`config.mk`:
```
export PLATFORM = sky130hd
export DESIGN_NAME = seq_addsub
export DESIGN_NICKNAME = d
export VERILOG_FILES = /design/src/rtl/seq_addsub.sv
export SDC_FILE = /design/constraint.sdc
export NUM_CORES = 1
export LEC_CHECK = 0
export ABC_AREA = 1
export CORE_MARGIN = 5
export CORE_UTILIZATION = 35
export CTS_BUF_LIST = sky130_fd_sc_hd__clkbuf_8
export CTS_CLUSTER_DIAMETER = 120
export DETAILED_ROUTE_END_ITERATION = 8
export SLEW_MARGIN = 20
export SYNTH_ARGS = -nofsm -noshare
export SYNTH_HDL_FRONTEND = slang
export SYNTH_SLANG_ARGS = --single-unit
```
`constraint.sdc`:
```
create_clock -name clk -period 3.1 [get_ports clk]
set_clock_uncertainty 0.1 [all_clocks]
set_input_delay 0.775 -clock clk [delete_from_list [all_inputs] [get_ports clk]]
set_output_delay 0.775 -clock clk [all_outputs]
set_load 0.005 [all_outputs]
```
`src/rtl/seq_addsub.sv`:
```
// seq_addsub: multi-cycle two's-complement adder/subtractor, CHUNK bits per
// clock, least-significant chunk first, with the ripple carry kept in a
// register between cycles.
//
// Parameters:
//   WIDTH  operand/result width (>= 2)
//   CHUNK  bits processed per RUN cycle (>= 1, divides WIDTH)
//
// Ports:
//   clk, rst             clock, synchronous active-high reset
//   in_valid / in_ready  operand handshake (ready only in IDLE)
//   a, b, add0_sub1      operands and mode (0 = A+B, 1 = A-B)
//   out_valid/out_ready  result handshake
//   sd                   sum/difference modulo 2^WIDTH
//   co                   carry out of MSB (subtract: 1 = no borrow)
//   err                  signed overflow
//   zero                 raw result == 0
//   busy                 high in RUN or DONE
//
// Optional build macro:
//   SEQ_ADDSUB_SATURATE_EN  clamp sd on signed overflow; flags still
//                           describe the unsaturated result.

module seq_addsub #(
    parameter int WIDTH = 8,
    parameter int CHUNK = 2
) (
    input  logic             clk,
    input  logic             rst,
    input  logic             in_valid,
    output logic             in_ready,
    input  logic [WIDTH-1:0] a,
    input  logic [WIDTH-1:0] b,
    input  logic             add0_sub1,
    output logic             out_valid,
    input  logic             out_ready,
    output logic [WIDTH-1:0] sd,
    output logic             co,
    output logic             err,
    output logic             zero,
    output logic             busy
);

    localparam int N    = WIDTH / CHUNK;
    localparam int CNTW = (N > 1) ? $clog2(N) : 1;
    localparam logic [CNTW-1:0] LAST = CNTW'(N - 1);

    typedef enum logic [1:0] {
        S_IDLE,
        S_RUN,
        S_DONE
    } state_e;

    state_e           state_q, state_d;
    logic [CNTW-1:0]  cnt_q, cnt_d;
    logic             carry_q, carry_d;
    logic [WIDTH-1:0] a_q, a_d;
    logic [WIDTH-1:0] bx_q, bx_d;
    logic [WIDTH-1:0] sd_q, sd_d;
    logic             co_q, co_d;
    logic             err_q, err_d;
    logic             zero_q, zero_d;

    // Working values for the chunk processed this cycle.
    int               off;
    logic [CHUNK:0]   sum_c;
    logic [WIDTH-1:0] sd_n;
    logic             ovf;

    assign off = int'(cnt_q) * CHUNK;

    always_ff @(posedge clk) begin
        if (rst) begin
            state_q <= S_IDLE;
            cnt_q   <= '0;
            carry_q <= 1'b0;
            a_q     <= '0;
            bx_q    <= '0;
            sd_q    <= '0;
            co_q    <= 1'b0;
            err_q   <= 1'b0;
            zero_q  <= 1'b0;
        end else begin
            state_q <= state_d;
            cnt_q   <= cnt_d;
            carry_q <= carry_d;
            a_q     <= a_d;
            bx_q    <= bx_d;
            sd_q    <= sd_d;
            co_q    <= co_d;
            err_q   <= err_d;
            zero_q  <= zero_d;
        end
    end

    always_comb begin
        state_d = state_q;
        cnt_d   = cnt_q;
        carry_d = carry_q;
        a_d     = a_q;
        bx_d    = bx_q;
        sd_d    = sd_q;
        co_d    = co_q;
        err_d   = err_q;
        zero_d  = zero_q;
        sum_c   = '0;
        sd_n    = sd_q;
        ovf     = 1'b0;

        unique case (state_q)
            S_IDLE: begin
                if (in_valid) begin
                    a_d     = a;
                    // Subtract as A + ~B + 1: the +1 enters as carry-in.
                    bx_d    = add0_sub1 ? ~b : b;
                    carry_d = add0_sub1;
                    cnt_d   = '0;
                    state_d = S_RUN;
                end
            end
            S_RUN: begin
                sum_c = {1'b0, a_q[off +: CHUNK]}
                      + {1'b0, bx_q[off +: CHUNK]}
                      + {{CHUNK{1'b0}}, carry_q};
                sd_n[off +: CHUNK] = sum_c[CHUNK-1:0];
                sd_d    = sd_n;
                carry_d = sum_c[CHUNK];
                cnt_d   = cnt_q + 1'b1;
                if (cnt_q == LAST) begin
                    ovf = (a_q[WIDTH-1] == bx_q[WIDTH-1])
                       && (sd_n[WIDTH-1] != a_q[WIDTH-1]);
                    co_d    = sum_c[CHUNK];
                    err_d   = ovf;
                    zero_d  = (sd_n == '0);
`ifdef SEQ_ADDSUB_SATURATE_EN
                    if (ovf) begin
                        sd_d = a_q[WIDTH-1]
                             ? {1'b1, {(WIDTH-1){1'b0}}}
                             : {1'b0, {(WIDTH-1){1'b1}}};
                    end
`endif
                    state_d = S_DONE;
                end
            end
            S_DONE: begin
                if (out_ready) begin
                    state_d = S_IDLE;
                end
            end
            default: begin
                state_d = S_IDLE;
            end
        endcase
    end

    assign in_ready  = (state_q == S_IDLE);
    assign out_valid = (state_q == S_DONE);
    assign busy      = (state_q != S_IDLE);
    assign sd        = sd_q;
    assign co        = co_q;
    assign err       = err_q;
    assign zero      = zero_q;

endmodule

```
==> flow_metrics.env, run 1 <==
export IMPL_syn_instance_count=234
export IMPL_p_comb_frac=0.226
export IMPL_portBuffers=34
export IMPL_fmaxAchievable_mhz=370
export IMPL_wl_per_cell_um=10.7
export IMPL_grt_use_met2=0.203
export IMPL_setup_slack_ps=397
export IMPL_cts_resized=0
export IMPL_initial_utilization=0.364
export IMPL_worstPathArrival_ps=2790
export IMPL_yosysSeqAreaShare=0.370
export IMPL_route_detailed_drc=0
export IMPL_finalMaxSlewViolations=0
export IMPL_grt_max_degree=25
export IMPL_rr_startpoint="cnt_q[1]"
export IMPL_first_pass_iters=4
export IMPL_worstHoldStart="co"
export IMPL_synth_seq_cells=32
export IMPL_grt_busiest_layer="met2"
export IMPL_io_pins=35
export IMPL_area_delta_synth_final_pct=27.9
export IMPL_htreeDepth=2
export IMPL_timing_hold_ws_ps=373
export IMPL_drtAntennaViolNets=0
export IMPL_seqPwrFrac=0.417
export IMPL_grt_ovfl_total=0
export IMPL_die_area_sq_um=6450
export IMPL_grt_pass1_vias=1379
export IMPL_period_minus_slack_ps=2700
export IMPL_synth_distinct_cells=28
export IMPL_min_path_cells=2
export IMPL_tightest_slew_ps=513
export IMPL_swShare=0.282
export IMPL_reg2reg_depth=10
export IMPL_postCtsSetupBuffers=0
export IMPL_fin_setup_tns_ps=0
export IMPL_synthDominantCellAreaShare=0.370
export IMPL_cp_required_ps=3190
export IMPL_num_rows=25
export IMPL_fillers=507
export IMPL_cp_max_fo=9
export IMPL_vias_per_cell=4.37
export IMPL_critPathLaunch="cnt_q[1]"
export IMPL_syn_num_nets=263
export IMPL_clk_latency_ps=280
export IMPL_p_switching_w=0.000315
export IMPL_place_ws_ps=410
export IMPL_clkPwrFrac=0.357
export IMPL_ctsRootBufferMaster="clkbuf_8"
export IMPL_core_area_sq_um=4750
export IMPL_die_w_um=80.3
export IMPL_drive_above_1_share=0.0967
export IMPL_multi_input_area_sq_um=896
export IMPL_antenna_cells=0
export IMPL_drtIter0Drc=50
export IMPL_start_kind="register"
export IMPL_path_class="register to register"
export IMPL_grt_use_met3=0.0303
export IMPL_cp_end_kind="register"
export IMPL_cts_made_buffers=5
export IMPL_r2r_setup_slack_ps=400
export IMPL_grt_first_pass_wirelength_mm=6.10
export IMPL_final_seq_area_sq_um=641
export IMPL_layout_nets=297
export IMPL_path_clk_slew_ps=70
export IMPL_rsz0062_at_grt="false"
export IMPL_rr_endpoint="err"
export IMPL_p_per_area_nw_per_um2=503
export IMPL_setup_violations=0
export IMPL_syn_area_per_cell_sq_um=7.40
export IMPL_final_util=0.466
export IMPL_holdPathEnd="co"
export IMPL_slew_headroom=0.657
export IMPL_finalCritPeriodShare=0.872
export IMPL_antenna_found_initial=0
export IMPL_vdd_ir_drop_max_uv=209
export IMPL_place_congestion=0.815
export IMPL_yosysTopAreaCell="dfxtp_1"
export IMPL_cts_hold_buffers=0
export IMPL_cts_tree="yes"
export IMPL_die_h_um=80.3
export IMPL_use_met1=0.149
export IMPL_hpwl_mm=2.74
export IMPL_maxCapViolations=0
export IMPL_dr_total_vias=1469
export IMPL_clockBufferDepth=2
export IMPL_leakage_nw=0.952
export IMPL_clock_sinks=32
export IMPL_yosys_warnings=0
export IMPL_hold_viol=0
export IMPL_synth_area_leaders="dfxtp_1 37%, nor2_1 10%, nand2_1 6.7%"
export IMPL_netlist_area_sq_um=1730
export IMPL_status="complete, no violations"
export IMPL_internal_power_w=0.000800
export IMPL_wl_mm=3.60
export IMPL_grt_use_total=0.123
export IMPL_hp_class="register to register"
cells in the mapped netlist:
cell and number:
nor2_2 3, a22oi_1 1, inv_2 3, nand2_2 1
o21ai_0 19, buf_6 4, o21ai_1 2, a211oi_2 6
clkbuf_1 2, o22ai_1 4, nand2_1 31, fa_1 2
or2_2 1, ha_1 6, inv_1 29, o211ai_1 7
xor2_1 1, xnor2_1 7, or2_1 1, buf_4 1
a211oi_1 2, a21oi_2 1, dfxtp_1 32, nand3_1 9
buf_2 3, o21a_1 1, a21oi_1 7, nor2_1 48
how the worst max path moves through the flow:
stage,end,slack (ps),depth (start not counted)
after global routing,err,140,10
after CTS,err,400,10
after detailed placement,err,410,10
final,err,400,10
after global placement,err,560,10
after floorplan,err,570,11
area by class of cell:
type / instances / share of cell area
timing repair buffer: 37 / 0.164
sequential: 32 / 0.289
multi-input combinational: 160 / 0.405
inverter: 32 / 0.0542
clock inverter: 3 / 0.0192
tap: 67 / 0.0379
clock buffer: 5 / 0.0311
kinds of logic after synthesis:
| logic type | count (synthesis) | synth area share |
|---|---|---|
| simple gates | 94 | 0.219 |
| compound gates | 50 | 0.191 |
| buf+inv | 42 | 0.113 |
| flops | 32 | 0.370 |
| xor+xnor | 8 | 0.0405 |
| fa+ha+maj | 8 | 0.0665 |
critical path, cell delays in order, from the launching register on:
cell	delay, ps
dfxtp_1	480
inv_1	180
o21ai_0	110
o22ai_1	110
fa_1	410
fa_1	540
nand3_1	110
o21ai_1	240
o21ai_0	140
o21ai_1	130
inv_1	50
registers in the layout (all words and copies together), names as in the netlist:
name	flops
a_q	8
carry_q	1
err	1
bx_q	8
cnt_q	2
sd	8
state_q	2
zero	1
co	1
per-stage QoR:
stage	total power [W]	std cells	area (sq um)
after global placement	0.000728	328	2100
after floorplan	0.000649	234	1730
after CTS	0.00113	336	2210
final	0.00111	336	2210
after detailed placement	0.000731	328	2100
after global routing	0.00119	336	2210
metal layers:
metal	up-vias	part of all wire	wire [um]
met5	-	0	0
met4	0	0.014	51
met3	5	0.040	145
met2	27	0.46	1640
met1	626	0.49	1760
li1	811	-	-
power by group through the flow:
stage | logic [W] | clock network (W) | registers (W)
after detailed placement | 0.000256 | 0 | 0.000475
after global routing | 0.000291 | 0.000425 | 0.000470
after floorplan | 0.000178 | 0 | 0.000471
final | 0.000252 | 0.000397 | 0.000465
after CTS | 0.000257 | 0.000410 | 0.000465
after global placement | 0.000254 | 0 | 0.000475
cell usage in the layout (no fill, tap or decap):
master            n
nand2_2           1
or2_2             1
or2_1             1
xnor2_1           7
a211oi_2          6
a21oi_2           1
bufinv_16         1
clkdlybuf4s50_1  34
a21oi_1           7
clkinv_2          1
nand3_1           9
nor2_1           48
a22oi_1           1
clkbuf_8          5
nor2_2            3
clkinvlp_4        1
a211oi_1          2
o21a_1            1
dfxtp_1          32
o211ai_1          7
o21ai_0          19
ha_1              6
o22ai_1           4
nand2_1          31
fa_1              2
xor2_1            1
buf_4             3
inv_1            29
inv_2             3
o21ai_1           2
Power figures use the tool's default switching activity.
==> run 2: changes to the inputs <==
--- a/config.mk
+++ b/config.mk
@@ -11,6 +11,7 @@
 export CTS_BUF_LIST = sky130_fd_sc_hd__clkbuf_8
 export CTS_CLUSTER_DIAMETER = 120
 export DETAILED_ROUTE_END_ITERATION = 8
+export RECOVER_POWER = 100
 export SLEW_MARGIN = 20
 export SYNTH_ARGS = -nofsm -noshare
 export SYNTH_HDL_FRONTEND = slang
==> run 2 against run 1 <==
  * Hold slack got worse by 3.0 ps
  * Flip-flop and latch count unchanged
  * Wire length barely moved
  * Die area stayed put
  * Total power shrank 0.92%
  * Maximum frequency is 0.91% lower
  * Sequential share of layout area grew 0.35 points
  * Critical path depth stayed put
  * Cell count stayed put
  * Critical path type unchanged
==> flow_metrics.env, run 2 (same netlist as run 1, synthesis figures left out) <==
export IMPL_layout_common_cells="49 x nor2_1, 32 x dfxtp_1, 31 x nand2_1"
export IMPL_p_switching_w=0.000311
export IMPL_cp_max_fo=9
export IMPL_postCtsSetupBuffers=0
export IMPL_grt_pass1_vias=1379
export IMPL_p_comb_frac=0.220
export IMPL_hpwl_mm=2.74
export IMPL_clockBufferDepth=2
export IMPL_io_pins=35
export IMPL_worstPathArrival_ps=2810
export IMPL_dr_total_vias=1473
export IMPL_max_stage_delay_ps=540
export IMPL_multi_input_area_sq_um=873
export IMPL_wl_per_cell_um=10.7
export IMPL_hold_viol=0
export IMPL_tightest_slew_ps=701
export IMPL_cp_end_kind="register"
export IMPL_path_clk_slew_ps=70
export IMPL_num_rows=25
export IMPL_cts_tree="yes"
export IMPL_holdPathEnd="co"
export IMPL_route_detailed_drc=0
export IMPL_initial_utilization=0.364
export IMPL_antenna_cells=0
export IMPL_grt_ovfl_total=0
export IMPL_htreeDepth=2
export IMPL_cts_resized=0
export IMPL_leakage_nw=0.979
export IMPL_p_total_w=0.00110
export IMPL_grt_use_total=0.123
export IMPL_portBuffers=34
export IMPL_seqPwrFrac=0.420
export IMPL_fin_setup_tns_ps=0
export IMPL_finalCritPeriodShare=0.880
export IMPL_status="complete, no violations"
export IMPL_final_seq_area_sq_um=641
export IMPL_area_delta_synth_final_pct=26.4
export IMPL_core_area_sq_um=4750
export IMPL_die_area_sq_um=6450
export IMPL_crit_buf_inv=2
export IMPL_first_pass_iters=4
export IMPL_drtAntennaViolNets=0
export IMPL_drive_above_1_share=0.0743
export IMPL_slowest_stage="fa_1"
export IMPL_critPathLaunch="cnt_q[1]"
export IMPL_cts_made_buffers=5
export IMPL_rr_endpoint="err"
export IMPL_worstHoldStart="co"
export IMPL_rsz0062_at_grt="false"
export IMPL_clkPwrFrac=0.360
export IMPL_fillers=511
export IMPL_vdd_ir_drop_max_uv=205
export IMPL_setup_slack_ps=372
export IMPL_die_w_um=80.3
export IMPL_cp_required_ps=3180
export IMPL_antenna_found_initial=0
export IMPL_path_class="register to register"
export IMPL_die_h_um=80.3
export IMPL_grt_first_pass_wirelength_mm=6.10
export IMPL_clock_sinks=32
export IMPL_place_congestion=0.815
export IMPL_p_per_area_nw_per_um2=505
export IMPL_wl_mm=3.60
export IMPL_vias_per_cell=4.38
export IMPL_cts_hold_buffers=0
export IMPL_layout_nets=297
export IMPL_layout_commonest_cell="nor2_1"
export IMPL_crit_chain="inv_1 > o21ai_0 > o22ai_1 > fa_1 > fa_1 > nand3_1 > o21ai_1 > o21ai_0 > o21ai_0 > inv_1"
export IMPL_internal_power_w=0.000793
export IMPL_clk_latency_ps=280
export IMPL_min_path_cells=2
export IMPL_path_delay_family="adder cells"
export IMPL_rr_startpoint="cnt_q[1]"
export IMPL_period_minus_slack_ps=2730
export IMPL_drtIter0Drc=61
export IMPL_maxCapViolations=0
export IMPL_slew_headroom=0.533
export IMPL_reg2reg_depth=10
export IMPL_final_util=0.460
export IMPL_place_ws_ps=410
export IMPL_swShare=0.282
export IMPL_cp_depth=10
export IMPL_cpMostUsedCell="o21ai_0"
export IMPL_setup_violations=0
export IMPL_start_kind="register"
export IMPL_hp_class="register to register"
export IMPL_ctsRootBufferMaster="clkbuf_8"
export IMPL_grt_max_degree=25
export IMPL_fmaxAchievable_mhz=367
export IMPL_finalMaxSlewViolations=0
export IMPL_r2r_setup_slack_ps=370
## run 2: cell type report
type | count | share of cell area
clock buffers | 5 | 0.0314
clock inverters | 3 | 0.0194
inverters | 32 | 0.0549
multi-input cells | 160 | 0.399
flip-flops and latches | 32 | 0.293
well taps | 67 | 0.0383
repair buffers | 37 | 0.164
## run 2: stage by stage
step	hold slack, ps	cells	area, sq um
global placement	359	328	2100
detailed placement	368	328	2100
CTS	379	336	2210
global route	387	336	2190
finish	370	336	2190
floorplan	349	234	1730
## run 2: layer usage
metal	global-route usage	vias up	part of all wire
met2	0.203	25	0.46
met5	0	-	0
met1	0.149	629	0.49
li1	-	814	-
met4	0.0557	0	0.014
met3	0.0303	5	0.039
## run 2: tightest hold or removal path, delay by kind of cell (launching register included)
family,cells,cell delay [ps]
compound gates,1,50
flops,1,320
simple gates,1,60
## run 2: how the worst max path moves through the flow
stage               endpoint
floorplan                err
global placement         err
detailed placement       err
CTS                      err
global route             err
finish                   err
## run 2: power by group through the flow
stage | clock (W) | combinational [W] | sequential, W
5_1_grt | 0.000425 | 0.000281 | 0.000469
3_3_place_gp | 0 | 0.000254 | 0.000475
6_report | 0.000397 | 0.000243 | 0.000464
4_1_cts | 0.000410 | 0.000257 | 0.000465
3_5_place_dp | 0 | 0.000256 | 0.000475
2_1_floorplan | 0 | 0.000178 | 0.000471
